`config.mk`:
```
export PLATFORM = sky130hd
export DESIGN_NAME = block_ram_arbiter
export DESIGN_NICKNAME = d
export VERILOG_FILES = /design/src/rtl/block_ram_arbiter_pkg.sv /design/src/rtl/block_ram_arbiter_rr_arb2.sv /design/src/rtl/block_ram_arbiter.sv
export SDC_FILE = /design/constraint.sdc
export NUM_CORES = 1
export LEC_CHECK = 0
export BUFFER_PORTS_ARGS = -buffer_cell sky130_fd_sc_hd__buf_2
export CORE_AREA = 3 3 128 130
export DETAILED_ROUTE_END_ITERATION = 12
export DIE_AREA = 0 0 131 133
export GPL_ROUTABILITY_DRIVEN = 1
export MAX_ROUTING_LAYER = met4
export PLACE_DENSITY = 0.53
export RECOVER_POWER = 100
export REMOVE_ABC_BUFFERS = 1
export SLEW_MARGIN = 5
export SYNTH_ARGS = -nofsm -noshare
export SYNTH_HDL_FRONTEND = slang
export SYNTH_SLANG_ARGS = --single-unit
```
`constraint.sdc`:
```
create_clock -name clock -period 1.2 [get_ports clock]
set_input_delay 0.06 -clock clock [delete_from_list [all_inputs] [get_ports clock]]
set_output_delay 0.06 -clock clock [all_outputs]
set_load 0.005 [all_outputs]
```
`src/rtl/block_ram_arbiter_pkg.sv`:
```
// rtl/block_ram_arbiter_pkg.sv - TileLink-UL channel types and opcodes shared by the RAM arbiter
package block_ram_arbiter_pkg;

  localparam logic [2:0] TL_PUT_FULL_DATA    = 3'd0;
  localparam logic [2:0] TL_PUT_PARTIAL_DATA = 3'd1;
  localparam logic [2:0] TL_GET              = 3'd4;
  localparam logic [2:0] TL_ACCESS_ACK       = 3'd0;
  localparam logic [2:0] TL_ACCESS_ACK_DATA  = 3'd1;

  typedef struct packed {
    logic        a_valid;
    logic [2:0]  a_opcode;
    logic [31:0] a_address;
    logic [3:0]  a_mask;
    logic [31:0] a_data;
  } tilelink_a;

  typedef struct packed {
    logic        d_valid;
    logic        d_ready;
    logic [2:0]  d_opcode;
    logic        d_error;
    logic [31:0] d_data;
  } tilelink_d;

  function automatic logic addr_hit(input logic [31:0] addr, input logic [31:0] mask,
                                    input logic [31:0] tag);
    return (addr & mask) == tag;
  endfunction

endpackage

```
`src/rtl/block_ram_arbiter_rr_arb2.sv`:
```
// rtl/block_ram_arbiter_rr_arb2.sv - two-way round-robin / fixed-priority arbiter
module rr_arb2 (
  input  logic       clock,
  input  logic       reset_n,
  input  logic [1:0] req,
  input  logic       fixed_priority,
  output logic [1:0] gnt
);

  // last_q resets to 1 so master 0 wins the first contention
  logic last_q;

  always_comb begin
    gnt = req;
    if (req == 2'b11) begin
      gnt = (fixed_priority || last_q) ? 2'b01 : 2'b10;
    end
  end

  always_ff @(posedge clock or negedge reset_n) begin
    if (!reset_n) begin
      last_q <= 1'b1;
    end else if (|gnt) begin
      last_q <= gnt[1];
    end
  end

endmodule

```
`src/rtl/block_ram_arbiter.sv`:
```
// rtl/block_ram_arbiter.sv - shares one block_ram between fetch and load/store masters
module block_ram_arbiter
  import block_ram_arbiter_pkg::*;
#(
  parameter logic [31:0] addr_mask      = 32'hF0000000,
  parameter logic [31:0] addr_tag       = 32'h00000000,
  parameter bit          fixed_priority = 1'b0
) (
  input  logic      clock,
  input  logic      reset_n,
  input  tilelink_a m0_tla,
  output tilelink_d m0_tld,
  input  tilelink_a m1_tla,
  output tilelink_d m1_tld,
  output tilelink_a ram_tla,
  input  tilelink_d ram_tld
);

  logic [1:0] req;
  logic [1:0] gnt;
  logic       grant;
  logic       hit;
  tilelink_a  sel_a;
  logic       own_valid_q;
  logic       own_id_q;
  logic       err_q;
  tilelink_d  rsp;
  logic       unused_ram_tld;

  // Gating with reset_n keeps grants off for the whole reset pulse, not just at edges
  assign req = {m1_tla.a_valid, m0_tla.a_valid} & {2{reset_n}};

  rr_arb2 u_arb (
    .clock          (clock),
    .reset_n        (reset_n),
    .req            (req),
    .fixed_priority (fixed_priority),
    .gnt            (gnt)
  );

  assign grant = |gnt;
  assign sel_a = gnt[1] ? m1_tla : m0_tla;
  assign hit   = addr_hit(sel_a.a_address, addr_mask, addr_tag);

  always_comb begin
    ram_tla         = sel_a;
    ram_tla.a_valid = grant & hit;
  end

  always_ff @(posedge clock or negedge reset_n) begin
    if (!reset_n) begin
      own_valid_q <= 1'b0;
      own_id_q    <= 1'b0;
      err_q       <= 1'b0;
    end else begin
      own_valid_q <= grant;
      own_id_q    <= gnt[1];
      err_q       <= grant & ~hit;
    end
  end

  // Misses never reach the RAM, so their error response is synthesised here
  always_comb begin
    rsp = '0;
    if (err_q) begin
      rsp.d_valid  = 1'b1;
      rsp.d_error  = 1'b1;
      rsp.d_opcode = TL_ACCESS_ACK_DATA;
    end else begin
      rsp.d_valid  = ram_tld.d_valid;
      rsp.d_opcode = ram_tld.d_opcode;
      rsp.d_data   = ram_tld.d_data;
    end
  end

  always_comb begin
    m0_tld         = rsp;
    m1_tld         = rsp;
    m0_tld.d_valid = rsp.d_valid & own_valid_q & ~own_id_q;
    m1_tld.d_valid = rsp.d_valid & own_valid_q & own_id_q;
    m0_tld.d_error = rsp.d_error & own_valid_q & ~own_id_q;
    m1_tld.d_error = rsp.d_error & own_valid_q & own_id_q;
    m0_tld.d_ready = gnt[0];
    m1_tld.d_ready = gnt[1];
  end

  assign unused_ram_tld = ^{ram_tld.d_ready, ram_tld.d_error};

endmodule

```
# Word level (Yosys, flattened, before mapping)
# Index checks and enable logic that the tools add are counted.
[op_classes]
eq_ne = 1
n_mux = 7
n_bitwise = 11
reduce_logical = 2
[ops]
columns = ["op", "count"]
rows = [
  ["71-bit 2-to-1 mux", 1],
  ["32-bit zero test", 1],
  ["32-bit 2-to-1 mux", 1],
  ["1-bit bitwise AND", 8],
  ["2-bit 2-to-1 mux", 2],
  ["3-bit 2-to-1 mux", 1],
  ["2-bit bitwise AND", 1],
  ["2-bit == test, second input constant", 1],
  ["1-bit 2-to-1 mux", 2],
  ["1-bit inverter", 2],
  ["2-bit OR reduction", 1],
]
[totals]
reg_bits = 4
inputBits = 184
output_inout_bits = 148
wordCells = 25

# Depth between registers and ports, before layout
[depth]
word_depth = 7
mapped_depth = 4
mapped_depth_nobuf = 3

# Hierarchy
# A second synthesis with hierarchy kept.
[hier_totals]
hier_cells = 177
hier_area_um2 = 1580.3
[modules_own_cells]
columns = ["mod", "instances", "cells_each", "area_per_inst_um2", "seq_area_each_um2"]
rows = [
  ["block_ram_arbiter", 1, 171, 1520.2, 75.1],
  ["rr_arb2", 1, 6, 60.1, 26.3],
]

# Worst setup path after synthesis
# OpenSTA, ideal clock, no wires.
[synth_timing]
path_kind = "register -> output"
start = "reg u_arb.last_q"
end = "out ram_tla[64] (netlist name)"
arrival_time_ns = 1.292
required_ns = 1.140
slack_ns = -0.152
stages_incl_launch_ff = 5
path_buffers = 1
path_cell_list = "dfstp_2 > nand2_1 > nand3_4 > buf_6 > mux2_2"
[synth_rtl]
columns = ["item", "line_no", "rtl"]
rows = [
  ["from (decl)", "block_ram_arbiter_rr_arb2.sv:11", "logic last_q;"],
  ["from (signal assigned)", "block_ram_arbiter_rr_arb2.sv:24", "last_q <= gnt[1];"],
  ["to (decl)", "block_ram_arbiter.sv:15", "output tilelink_a ram_tla,"],
]

==> results.py <==
metrics = {
    "synth": {
        "ys_seq_area_share_pct": 6.24,
        "synth.avg_cell_area_sq_um": 9.18,
        "netlist_area_sq_mm": 0.00163,
        "synth_seq_cells": 4,
        "netlist_instances": 177,
        "synth-warning-count": 0,
        "ys_types": 23,
    },
    "worst_setup_path": {
        "worstPathArrival_ps": 1700,
        "cp_top_family": "flip-flops",
        "critical_path_depth": 5,
        "r2r-end": "err_q",
        "critPathMaxStageDelay_ps": 550,
        "crit_required_ps": 1140,
        "worstPathCellList": "nand2_4 -> nand3_4 -> buf_12 -> mux2_2 -> buf_2",
        "setup.worst_path.end_class": "primary output",
        "crit_buf_inv": 2,
        "critical_path.slowest_cell": "dfstp_2",
        "timing.critical_path.from_type": "flop",
        "critical_path.max_fanout": 31,
        "startpoint_of_the_most_critical_register_to_register_path": "u_arb.last_q",
        "category_of_the_most_critical_setup_path": "flop to primary output",
        "timing.reg2reg.worst_path_depth": 6,
        "r2r_slack_ps": -230,
    },
    "route": {
        "drt_pre_antenna_iters": 4,
        "wl_per_cell_microns": 15.6,
        "drc": 0,
        "drtIter0Drc": 18,
        "via_per_inst": 3.66,
        "vias": 2548,
        "antenna_left": 0,
        "wl_microns": 10900,
    },
    "finish": {
        "fin_nets": 670,
        "multi_input_area_sq_mm": 0.00141,
        "areaGrowthSynthToFinish_pct": 143,
        "share_of_the_core_filled_with_cells_pct": 25.8,
        "filler_cell_count": 1662,
        "layout_cell_share_with_drive_strength_beyond_1_pct": 95.3,
        "seq_area_sq_um": 101,
    },
    "floorplan": {
        "design.core.area_sq_mm": 0.0153,
        "chipHeight_microns": 133,
        "initial_utilization_pct": 10.7,
        "core.rowCount": 45,
        "dieArea_sq_mm": 0.0174,
        "ios": 332,
        "chipWidth_microns": 131,
    },
    "clocking": {
        "cts_num_sinks": 4,
        "cts-root-buf": "clkbuf_16",
        "cts_max_level": 1,
        "tritoncts": "done",
        "clock_latency_ps": 220,
        "worst_setup_hold_path_clk_slew_ps": 30,
        "max-clock-path-buffers": 2,
        "cts-buffers-inserted": 3,
    },
    "sta": {
        "fmax_mhz": 567,
        "period_minus_slack_ps": 1760,
        "timing_max_transition_violations_final": 0,
        "timing.slew.headroom_pct": 81.2,
        "worstMarginPinSlew_ps": 280,
        "worst_setup_slack_final_ps": -563,
        "setup_viol": 128,
        "fin_worst_skew_ps": 1.26,
        "min_period_over_period_pct": 147,
        "grt_setup_unrepaired": "true",
        "timing.setup.tns_ps": -44800,
        "report.final.hold_viol_count": 0,
    },
    "job": {
        "max_cap_viol_count": 0,
    },
    "pwr": {
        "cellLeakagePower_uw": 0.00225,
        "switching_share_pct": 31.7,
        "switching_power_total_uw": 708,
        "vdd.ir_drop.worst_uv": 406,
        "power_density_mw_per_mm2": 567,
        "power_frac_seq_pct": 7.5,
        "share_comb_of_total_power_pct": 68.7,
        "share_clk_of_total_power_pct": 23.8,
        "internal_portion_of_total_power_uw": 1530,
    },
    "grt": {
        "grt_pass1_wl_microns": 14400,
        "first_global_vias": 2590,
        "antenna_violations_before_repair": 1,
        "maximum_number_of_pins_on_one_net_before_global_route_repair": 32,
        "grt_usage_pct": 11.0,
        "grt.overflow.total": 0,
    },
    "placed_design": {
        "placement.setup.worst_slack_ps": -346,
        "hpwlAfterDp_microns": 9270,
        "place.port_buffers": 329,
        "gp_congestion": 0.782,
    },
    "outcome": {
        "outcome": "finished, violations left",
        "violations": "setup timing",
    },
    "min_path": {
        "timing.hold.worst.start": "m1_tla[71]",
        "hold_path.class": "primary input to flop",
        "holdPathStages": 3,
        "min_to": "own_valid_q",
    },
}
==> synth_stat cells <==
cell type	n	area (sq um)
mux2_2	65	732
buf_4	35	263
nor2b_1	34	213
buf_6	7	78.8
mux2_4	6	90.1
clkbuf_1	3	11.3
dfrtp_1	3	75.1
inv_1	3	11.3
nand2_1	3	11.3
a21oi_1	2	10.0
and3_1	2	12.5
nor2_1	2	7.51
o21ai_0	2	10.0
a31o_1	1	8.76
and3b_1	1	8.76
clkbuf_2	1	5.00
dfstp_2	1	26.3
nand3_4	1	17.5
nand4_1	1	6.26
nor3b_1	1	7.51
nor4_1	1	6.26
or2_2	1	6.26
or4_1	1	7.51
==> final cells by class <==
type                            instances  share of cell area [%]
Tap cell                              211                    6.69
Clock buffer                            4                    2.00
Inverter                                3                   0.286
Antenna cell                            1                  0.0635
Multi-Input combinational cell        124                    35.7
Timing Repair Buffer                  350                    52.7
Sequential cell                         4                    2.57
==> cells in the final DEF (no fill, tap or decap), drive strengths merged <==
master | netlist | final
o21ai | 2 | 2
nor3b | 1 | 1
nand4 | 1 | 1
and3b | 1 | 1
clkbuf | 4 | 8
dfstp | 1 | 1
or2 | 1 | 1
a31o | 1 | 1
dfrtp | 3 | 3
mux2 | 71 | 71
nor2b | 34 | 34
and3 | 2 | 2
nand3 | 1 | 1
diode | 0 | 1
nor4 | 1 | 1
dlygate4sd3 | 0 | 1
or4 | 1 | 1
nand2 | 3 | 3
a21oi | 2 | 2
nor2 | 2 | 2
inv | 3 | 3
buf | 42 | 345
==> tightest hold or removal path: cells and delay by family <==
family | cells | cell delay [ps]
buffers and inverters | 2 | 230
AOI/OAI and AO/OA | 1 | 140
==> metrics by stage <==
step           hold slack, ps  total power [uW]  std cells  instance area [sq um]
5_1_grt                   307              2390        696                   3940
2_1_floorplan            -236               623        131                   1270
3_3_place_gp             8.62              1410        680                   3280
4_1_cts                   225              2160        695                   3740
6_report                  254              2240        697                   3940
3_5_place_dp             9.44              1410        680                   3280
==> worst max path at each step <==
stage                  from          end  slack, ps
5_1_grt        u_arb.last_q  ram_tla[43]       -610
4_1_cts        u_arb.last_q  ram_tla[20]       -560
3_3_place_gp   u_arb.last_q  ram_tla[20]       -360
3_5_place_dp   u_arb.last_q  ram_tla[20]       -350
6_report       u_arb.last_q  ram_tla[20]       -560
2_1_floorplan  u_arb.last_q   ram_tla[0]       -470
==> power by group through the flow <==
stage | registers (uW) | clock network [uW] | logic, uW
finish | 167 | 532 | 1540
global route | 169 | 552 | 1660
CTS | 167 | 542 | 1450
detailed placement | 160 | 0 | 1250
global placement | 160 | 0 | 1250
floorplan | 173 | 0 | 450
==> sequential cells by signal, summed over array words and instances (netlist names) <==
name / count
own_valid_q: 1
err_q: 1
own_id_q: 1
u_arb.last_q: 1
==> metal layers <==
metal	wire, microns	global-route usage, %	vias up
met5	0	-	-
li1	-	-	1193
met1	3980	11.6	1145
met2	5950	22.1	204
met4	42	0.857	0
met3	921	1.13	6
==> cells by family after synthesis <==
logic type	Yosys count	synth area share (%)
AO/OA/AOI/OAI	5	1.77
buffers and inverters	49	22.7
flip-flops	4	6.24
multiplexers	71	50.6
AND/OR/NAND/NOR	48	18.7
==> what timing repair did <==
| action | CTS | global route |
|---|---|---|
| hold endpoints to repair | 4 | 0 |
| cloned | 1 | 1 |
| hold buffers | 1 | 0 |
| endpoints found under the setup margin | 101 | 149 |
| buffers inserted | 10 | 5 |
| resized for setup | 74 | 49 |
| pin swaps | 5 | 3 |
Note: power is estimated with default switching activity, not from simulation.
